### src/rtl/xor_stream_unit.sv
// xor_stream_unit
//   Registered WIDTH-bit XOR stage behind a valid/ready handshake. In per-beat mode (mode=0) each
//   accepted beat yields a^b one cycle later. In frame-checksum mode (mode=1, sampled on the first
//   beat of a frame) every beat of the frame is folded into an accumulator seeded with ACC_INIT.
//   One result is emitted when the beat with in_last=1 is accepted.
//
// Ports
//   clk        rising-edge clock
//   rst_n      synchronous active-low reset
//   in_valid   input beat valid
//   in_ready   unit can accept a beat this cycle
//   mode       0 = per-beat XOR, 1 = frame checksum
//   a, b       operands
//   in_last    final beat of a frame (mode 1 only)
//   abort      discard any open frame; blocks acceptance this cycle
//   out_valid  result valid
//   out_ready  downstream accepts result
//   y          result word
//   parity     reduction XOR of y
//   out_beats  beats folded into y, saturating
module xor_stream_unit #(
  parameter int unsigned       WIDTH    = 8,
  parameter int unsigned       CNT_W    = 8,
  parameter logic [WIDTH-1:0]  ACC_INIT = '0
) (
  input  logic             clk,
  input  logic             rst_n,
  input  logic             in_valid,
  output logic             in_ready,
  input  logic             mode,
  input  logic [WIDTH-1:0] a,
  input  logic [WIDTH-1:0] b,
  input  logic             in_last,
  input  logic             abort,
  output logic             out_valid,
  input  logic             out_ready,
  output logic [WIDTH-1:0] y,
  output logic             parity,
  output logic [CNT_W-1:0] out_beats
);

  localparam logic [0:0] StIdle  = 1'b0;
  localparam logic [0:0] StAccum = 1'b1;

  localparam logic [CNT_W-1:0] CntMax = '1;
  localparam logic [CNT_W-1:0] CntOne = CNT_W'(1);

  logic [0:0]       state_q, state_d;
  logic [WIDTH-1:0] acc_q, acc_d;
  logic [CNT_W-1:0] cnt_q, cnt_d;
  logic [WIDTH-1:0] y_q, y_d;
  logic             parity_q, parity_d;
  logic [CNT_W-1:0] beats_q, beats_d;
  logic             valid_q, valid_d;

  logic             accept;
  logic             load;
  logic [WIDTH-1:0] ab;
  logic [WIDTH-1:0] acc_xor;
  logic [CNT_W-1:0] cnt_inc;

  assign in_ready = !abort && (!valid_q || out_ready);
  assign accept   = in_valid && in_ready;

  // Operands are only used under accept, so X on a/b while idle never reaches state.
  assign ab      = a ^ b;
  assign acc_xor = acc_q ^ ab;
  assign cnt_inc = (cnt_q == CntMax) ? CntMax : cnt_q + CntOne;

  always_comb begin
    state_d = state_q;
    acc_d   = acc_q;
    cnt_d   = cnt_q;
    y_d     = y_q;
    beats_d = beats_q;
    load    = 1'b0;

    if (abort) begin
      // Output register is untouched so a pending result still completes.
      state_d = StIdle;
      acc_d   = ACC_INIT;
      cnt_d   = '0;
    end else if (accept) begin
      case (state_q)
        StIdle: begin
          if (!mode) begin
            load    = 1'b1;
            y_d     = ab;
            beats_d = CntOne;
          end else if (in_last) begin
            load    = 1'b1;
            y_d     = ACC_INIT ^ ab;
            beats_d = CntOne;
          end else begin
            acc_d   = ACC_INIT ^ ab;
            cnt_d   = CntOne;
            state_d = StAccum;
          end
        end
        StAccum: begin
          if (!in_last) begin
            acc_d = acc_xor;
            cnt_d = cnt_inc;
          end else begin
            load    = 1'b1;
            y_d     = acc_xor;
            beats_d = cnt_inc;
            acc_d   = ACC_INIT;
            cnt_d   = '0;
            state_d = StIdle;
          end
        end
        default: state_d = StIdle;
      endcase
    end

    parity_d = load ? ^y_d : parity_q;
    // A new result keeps valid high; otherwise it drops once consumed.
    valid_d  = load || (valid_q && !out_ready);
  end

  always_ff @(posedge clk) begin
    if (!rst_n) begin
      state_q  <= StIdle;
      acc_q    <= ACC_INIT;
      cnt_q    <= '0;
      y_q      <= '0;
      parity_q <= 1'b0;
      beats_q  <= '0;
      valid_q  <= 1'b0;
    end else begin
      state_q  <= state_d;
      acc_q    <= acc_d;
      cnt_q    <= cnt_d;
      y_q      <= y_d;
      parity_q <= parity_d;
      beats_q  <= beats_d;
      valid_q  <= valid_d;
    end
  end

  assign out_valid = valid_q;
  assign y         = y_q;
  assign parity    = parity_q;
  assign out_beats = beats_q;

endmodule

### config.mk
export PLATFORM = sky130hd
export DESIGN_NAME = xor_stream_unit
export DESIGN_NICKNAME = d
export VERILOG_FILES = /design/src/rtl/xor_stream_unit.sv
export SDC_FILE = /design/constraint.sdc
export NUM_CORES = 1
export LEC_CHECK = 0
export CAP_MARGIN = 40
export CORE_UTILIZATION = 57
export CTS_BUF_LIST = sky130_fd_sc_hd__clkbuf_4
export CTS_CLUSTER_DIAMETER = 80
export DETAILED_ROUTE_END_ITERATION = 12
export PLACE_DENSITY = 0.88
export REMOVE_ABC_BUFFERS = 1
export SLEW_MARGIN = 5
export SYNTH_ARGS = -nofsm -noshare
export SYNTH_HDL_FRONTEND = slang
export SYNTH_SLANG_ARGS = --single-unit
### constraint.sdc
create_clock -name clk -period 6.5 [get_ports clk]
set_input_delay 1.95 -clock clk [delete_from_list [all_inputs] [get_ports clk]]
set_output_delay 1.95 -clock clk [all_outputs]
set_load 0.02 [all_outputs]
## Yosys cells after proc, flatten, opt, wreduce, memory -nomap -nowiden

Cells that the tools add are included.

| operators by class | value |
|---|---|
| mux-type cells | 27 |
| eq/ne operators | 5 |
| $add $sub $neg | 1 |
| bitwise gates (word level) | 5 |
| reductions and logical operators | 12 |

Operators by type and width:

| cell | count |
|---|---|
| $mux 8 | 15 |
| $pmux 8 s2 | 4 |
| $xor 8x8->8 | 2 |
| $add 8x1->8 const B | 1 |
| $eq 8x8->1 const B | 1 |
| $reduce_xor 8->1 | 1 |
| $mux 1 | 6 |
| $ne 2x2->1 const B | 3 |
| $pmux 1 s2 | 2 |
| $reduce_and 4->1 | 1 |
| $logic_and 1x1->1 | 3 |
| $logic_not 1->1 | 3 |
| $ne 3x3->1 const B | 1 |
| $not 1->1 | 3 |
| $reduce_and 3->1 | 1 |
| $logic_or 1x1->1 | 2 |
| $reduce_or 2->1 | 1 |

| storage, ports and cells | value |
|---|---|
| output and inout port bits | 19 |
| input bits | 23 |
| register bits after elaboration | 35 |

## Longest topological paths before layout

| depth | value |
|---|---|
| depth after elaboration | 7 |
| depth in mapped cells | 9 |

## Worst setup path before layout

OpenSTA, ideal clock, no wires.

| timing | value |
|---|---|
| kind | input to output |
| start point | input out_ready |
| end point | output in_ready |
| path buffers | 0 |
| stages on the path | 2 |
| slack | 2108 ps |
| data required time | 4550 ps |
| arrival time | 2442 ps |
| path through | nand2b_2 nor2b_1 |

| on the way | value |
|---|---|
| word-level cells in the longest chain between the ends | 2 |

RTL lines:

| what | line | source |
|---|---|---|
| start: declaration | 36 | `input logic out_ready,` |
| $logic_or 1x1->1 | 62 | `assign in_ready = !abort && (!valid_q \|\| out_ready);` |
| $logic_and 1x1->1 | 62 |  |
| end: declaration | 29 | `output logic in_ready,` |

Every way passes these cells.

## Final worst setup path

Ends and elaborated chain as after synthesis.

==> summary.txt <==
Finish
  – Area Overhead vs Synth: 23.9%
  – Inserted Diodes: 0
  – NumNets Final: ~300
  – Core Util, Final: 0.733
  – Layout cells sized above 1: 0.0952

STA
  – Fin Setup TNS: 0 ns
  – FMAX: 190 MHz
  – WHS: roughly 0.47 ns
  – Period minus WS final: roughly 5.3 ns
  – Max-slew headroom: 0.439
  – # setup viols final: 0
  – Worst Tran Pin Value: 0.840 ns
  – RSZ-0062 raised after global routing: false
  – Fin crit share: 0.811
  – Final setup skew: approximately 0.0065 ns
  – Final hold vios: 0
  – Slew Viols, Final: 0

Drt
  – First drt pass iteration count: 5
  – WL final: ~4600 um
  – Drt wl/cell: 14.3 um
  – Total number of vias: between 1,500 and 2,000
  – Drt initial violations: approximately 170
  – DRC viols: 0
  – Detail Route Antenna Nets: 0
  – DR vias/cell: around 5.9

Synthesis
  – Syn Inst Count: between 200 and 250
  – Yosys top cell area share: 0.355
  – Top FF cell, synth: dfxtp_1
  – Largest family of logic cells by synthesized area: compound AO/OA/AOI/OAI gates
  – Compound-gate portion of the synthesized area: 0.257
  – XOR/XNOR Fraction of Synth Area: 0.0887
  – Post-synth top area cell: dfxtp_1
  – Post-synth EDFFs: 0
  – Seq cells post-synth: 35
  – Synth area leaders: dfxtp_1 (35%), o21ai_0 (7.4%), nor2_1 (4.9%), xor2_1 (4.0%), a32oi_1 (3.5%)
  – Synth Area in Simple Gates: 0.221
  – Synth Area in Adders: 0.00634
  – Synth unique cells: 45
  – Syn Area/Cell: 8.37 um^2
  – Sequential fraction of the synthesis area: 0.355
  – Ys async rst share: 0
  – Mux share of post-synthesis cell area: 0.0355
  – Ys Warns: 0
  – Mapped Area: between 1500 and 2000 um^2

Clock tree
  – CTS tree: yes
  – Hold buffers post-CTS: 0
  – Cts bufs inserted: 5
  – Clock buffer depth: 2
  – Clk_lat worst skew: ~0.35 ns
  – Post-CTS setup buffer count: 0
  – Post-CTS resize count: 0
  – Clk slew on worst S/H paths: about 0.10 ns
  – Root Driver: clkbuf_4
  – # H-tree levels: 2
  – Clk sink count: 35

Critical path
  – R2r setup slk: approximately 3.7 ns
  – CP max stage cell: clkdlybuf4s50_1
  – Crit path kind: in -> out
  – Crit Path Max Fanout: 8
  – Cells along the critical path: clkdlybuf4s50_1, nand2b_2, nor2b_1, clkdlybuf4s50_1
  – Critical Path Sink Type: output pin
  – Worst r2r src: state_q
  – Critical Path Start Type: input port
  – R2R cell count: 7
  – WP data arrival: 3.32 ns
  – Top cell by count, worst path: clkdlybuf4s50_1
  – R2r endpoint: parity
  – Worst path required time: roughly 4.6 ns
  – Critical Path Max Stage Delay: around 0.6 ns

Floorplanning
  – Initial core utilization: 0.592
  – Row Count: 21
  – Core area: between 3000 and 4000 um^2
  – Die Y: around 60 um
  – Die outline area: approximately 3700 um^2
  – Die width: 60.9 um
  – Num ports: 42

Hold path
  – Worst hold stages: 2
  – WHS Endpoint: out_beats[1]
  – Min-delay src: out_beats[1]
  – Hold crit path type: reg -> reg

Run
  – Max Cap Violations: 0

Global route
  – Global-route usage over all layers: 0.267
  – First-pass GRT wire length: between 7000 and 8000 um
  – Vias in the first global route: between 1,500 and 2,000
  – Largest net degree at the start of global routing: 32
  – Initial antenna violation count: 0
  – Grt total ovfl: 0

Power and ir drop
  – Max VDD drop: approximately 0.14 mV
  – PwrDens: roughly 180 nW/um^2
  – P_leak: between 0.8 and 0.9 nW

Status
  – Run status: completed

Place
  – Port Buffers: 41
  – Routability cong.: between 0.8 and 0.9
  – DP Wirelength: between 3000 and 4000 um
worst max path at each step:
| stage | start | to | slack (ns) | cells past startpoint |
|---|---|---|---|---|
| after global routing | out_ready | in_ready | 1.17 | 4 |
| final | out_ready | in_ready | 1.23 | 4 |
| after CTS | out_ready | in_ready | 1.22 | 4 |
| after detailed placement | out_ready | in_ready | 1.24 | 4 |
| after floorplan | out_ready | in_ready | 2.11 | 2 |
| after global placement | out_ready | in_ready | 1.25 | 4 |
Yosys cell counts (4+ instances only):
library cell and instances:
nor2b_1 7, o21ai_0 29, dfxtp_1 35, clkbuf_1 8
and2_1 5, xnor2_1 4, o22ai_1 7, o221a_2 5
a22oi_1 5, nor2_1 26, a21oi_1 13, nand3_1 6
a32oi_1 8, xor2_1 9, mux2i_1 7, and3_1 9
nand2_1 18
area by class of cell:
cell class	count	area [um^2]
sequential	35	701
inverter	2	7.51
multi-input combinational	186	1200
clock inverter	1	5.00
tap	46	57.6
clock buffer	7	52.6
timing repair buffer	42	422
fill	277	891
logic make-up after synthesis:
family	count (synthesis)
and+or+nand+nor	84
AOI/OAI and AO/OA	78
DFF	35
xor gates and xnor gates	16
buffers and inverters	15
muxes	7
adders and majority gates	1
placed cells by master (no fill, tap or decap), types with 2 or more instances in the layout:
| cell | synthesis | routed |
|---|---|---|
| a21boi_1 | 2 | 2 |
| a21oi_1 | 13 | 13 |
| a22oi_1 | 5 | 5 |
| a31oi_1 | 2 | 2 |
| a32oi_1 | 8 | 8 |
| and2_1 | 5 | 5 |
| and2_2 | 2 | 2 |
| and3_1 | 9 | 9 |
| and3_2 | 2 | 2 |
| clkbuf_4 | 0 | 7 |
| clkdlybuf4s50_1 | 0 | 41 |
| dfxtp_1 | 35 | 35 |
| mux2i_1 | 7 | 7 |
| nand2_1 | 18 | 18 |
| nand3_1 | 6 | 6 |
| nor2_1 | 26 | 26 |
| nor2b_1 | 7 | 7 |
| o21ai_0 | 29 | 29 |
| o221a_2 | 5 | 5 |
| o22ai_1 | 7 | 7 |
| xnor2_1 | 4 | 4 |
| xnor3_1 | 2 | 2 |
| xor2_1 | 9 | 9 |
stage by stage:
stage / cells / power, mW / setup WS [ns] / area, um^2
after global placement: 310 / 0.316 / 1.25 / 2380
after detailed placement: 311 / 0.317 / 1.24 / 2390
after floorplan: 223 / 0.280 / 2.11 / 1910
after global routing: 319 / 0.453 / 1.17 / 2450
after CTS: 319 / 0.438 / 1.22 / 2450
final: 319 / 0.437 / 1.23 / 2450
per-layer routing:
layer | GRT usage | up-vias | wire, um
met2 | 0.396 | 72 | 2030
met5 | 0 | - | 0
met1 | 0.386 | 862 | 2120
met4 | 0.101 | 0 | 77
li1 | - | 930 | -
met3 | 0.0512 | 10 | 352
sequential cells by signal (all words and copies together), names as in the netlist:
signal	cells
cnt_q	8
out_valid	1
parity	1
state_q	1
y	8
out_beats	8
acc_q	8
power breakdown:
part / switching (mW) / internal [mW] / total [mW]
registers: 0.00386 / 0.220 / 0.223
clock network: 0.0735 / 0.0505 / 0.124
logic: 0.0433 / 0.0467 / 0.0899
critical path, delay by kind of cell:
| kind | cells | cell delay (ns) |
|---|---|---|
| buffers and inverters | 2 | 1.06 |
| and+or+nand+nor | 2 | 0.31 |
(Power assumes the default switching activity.)
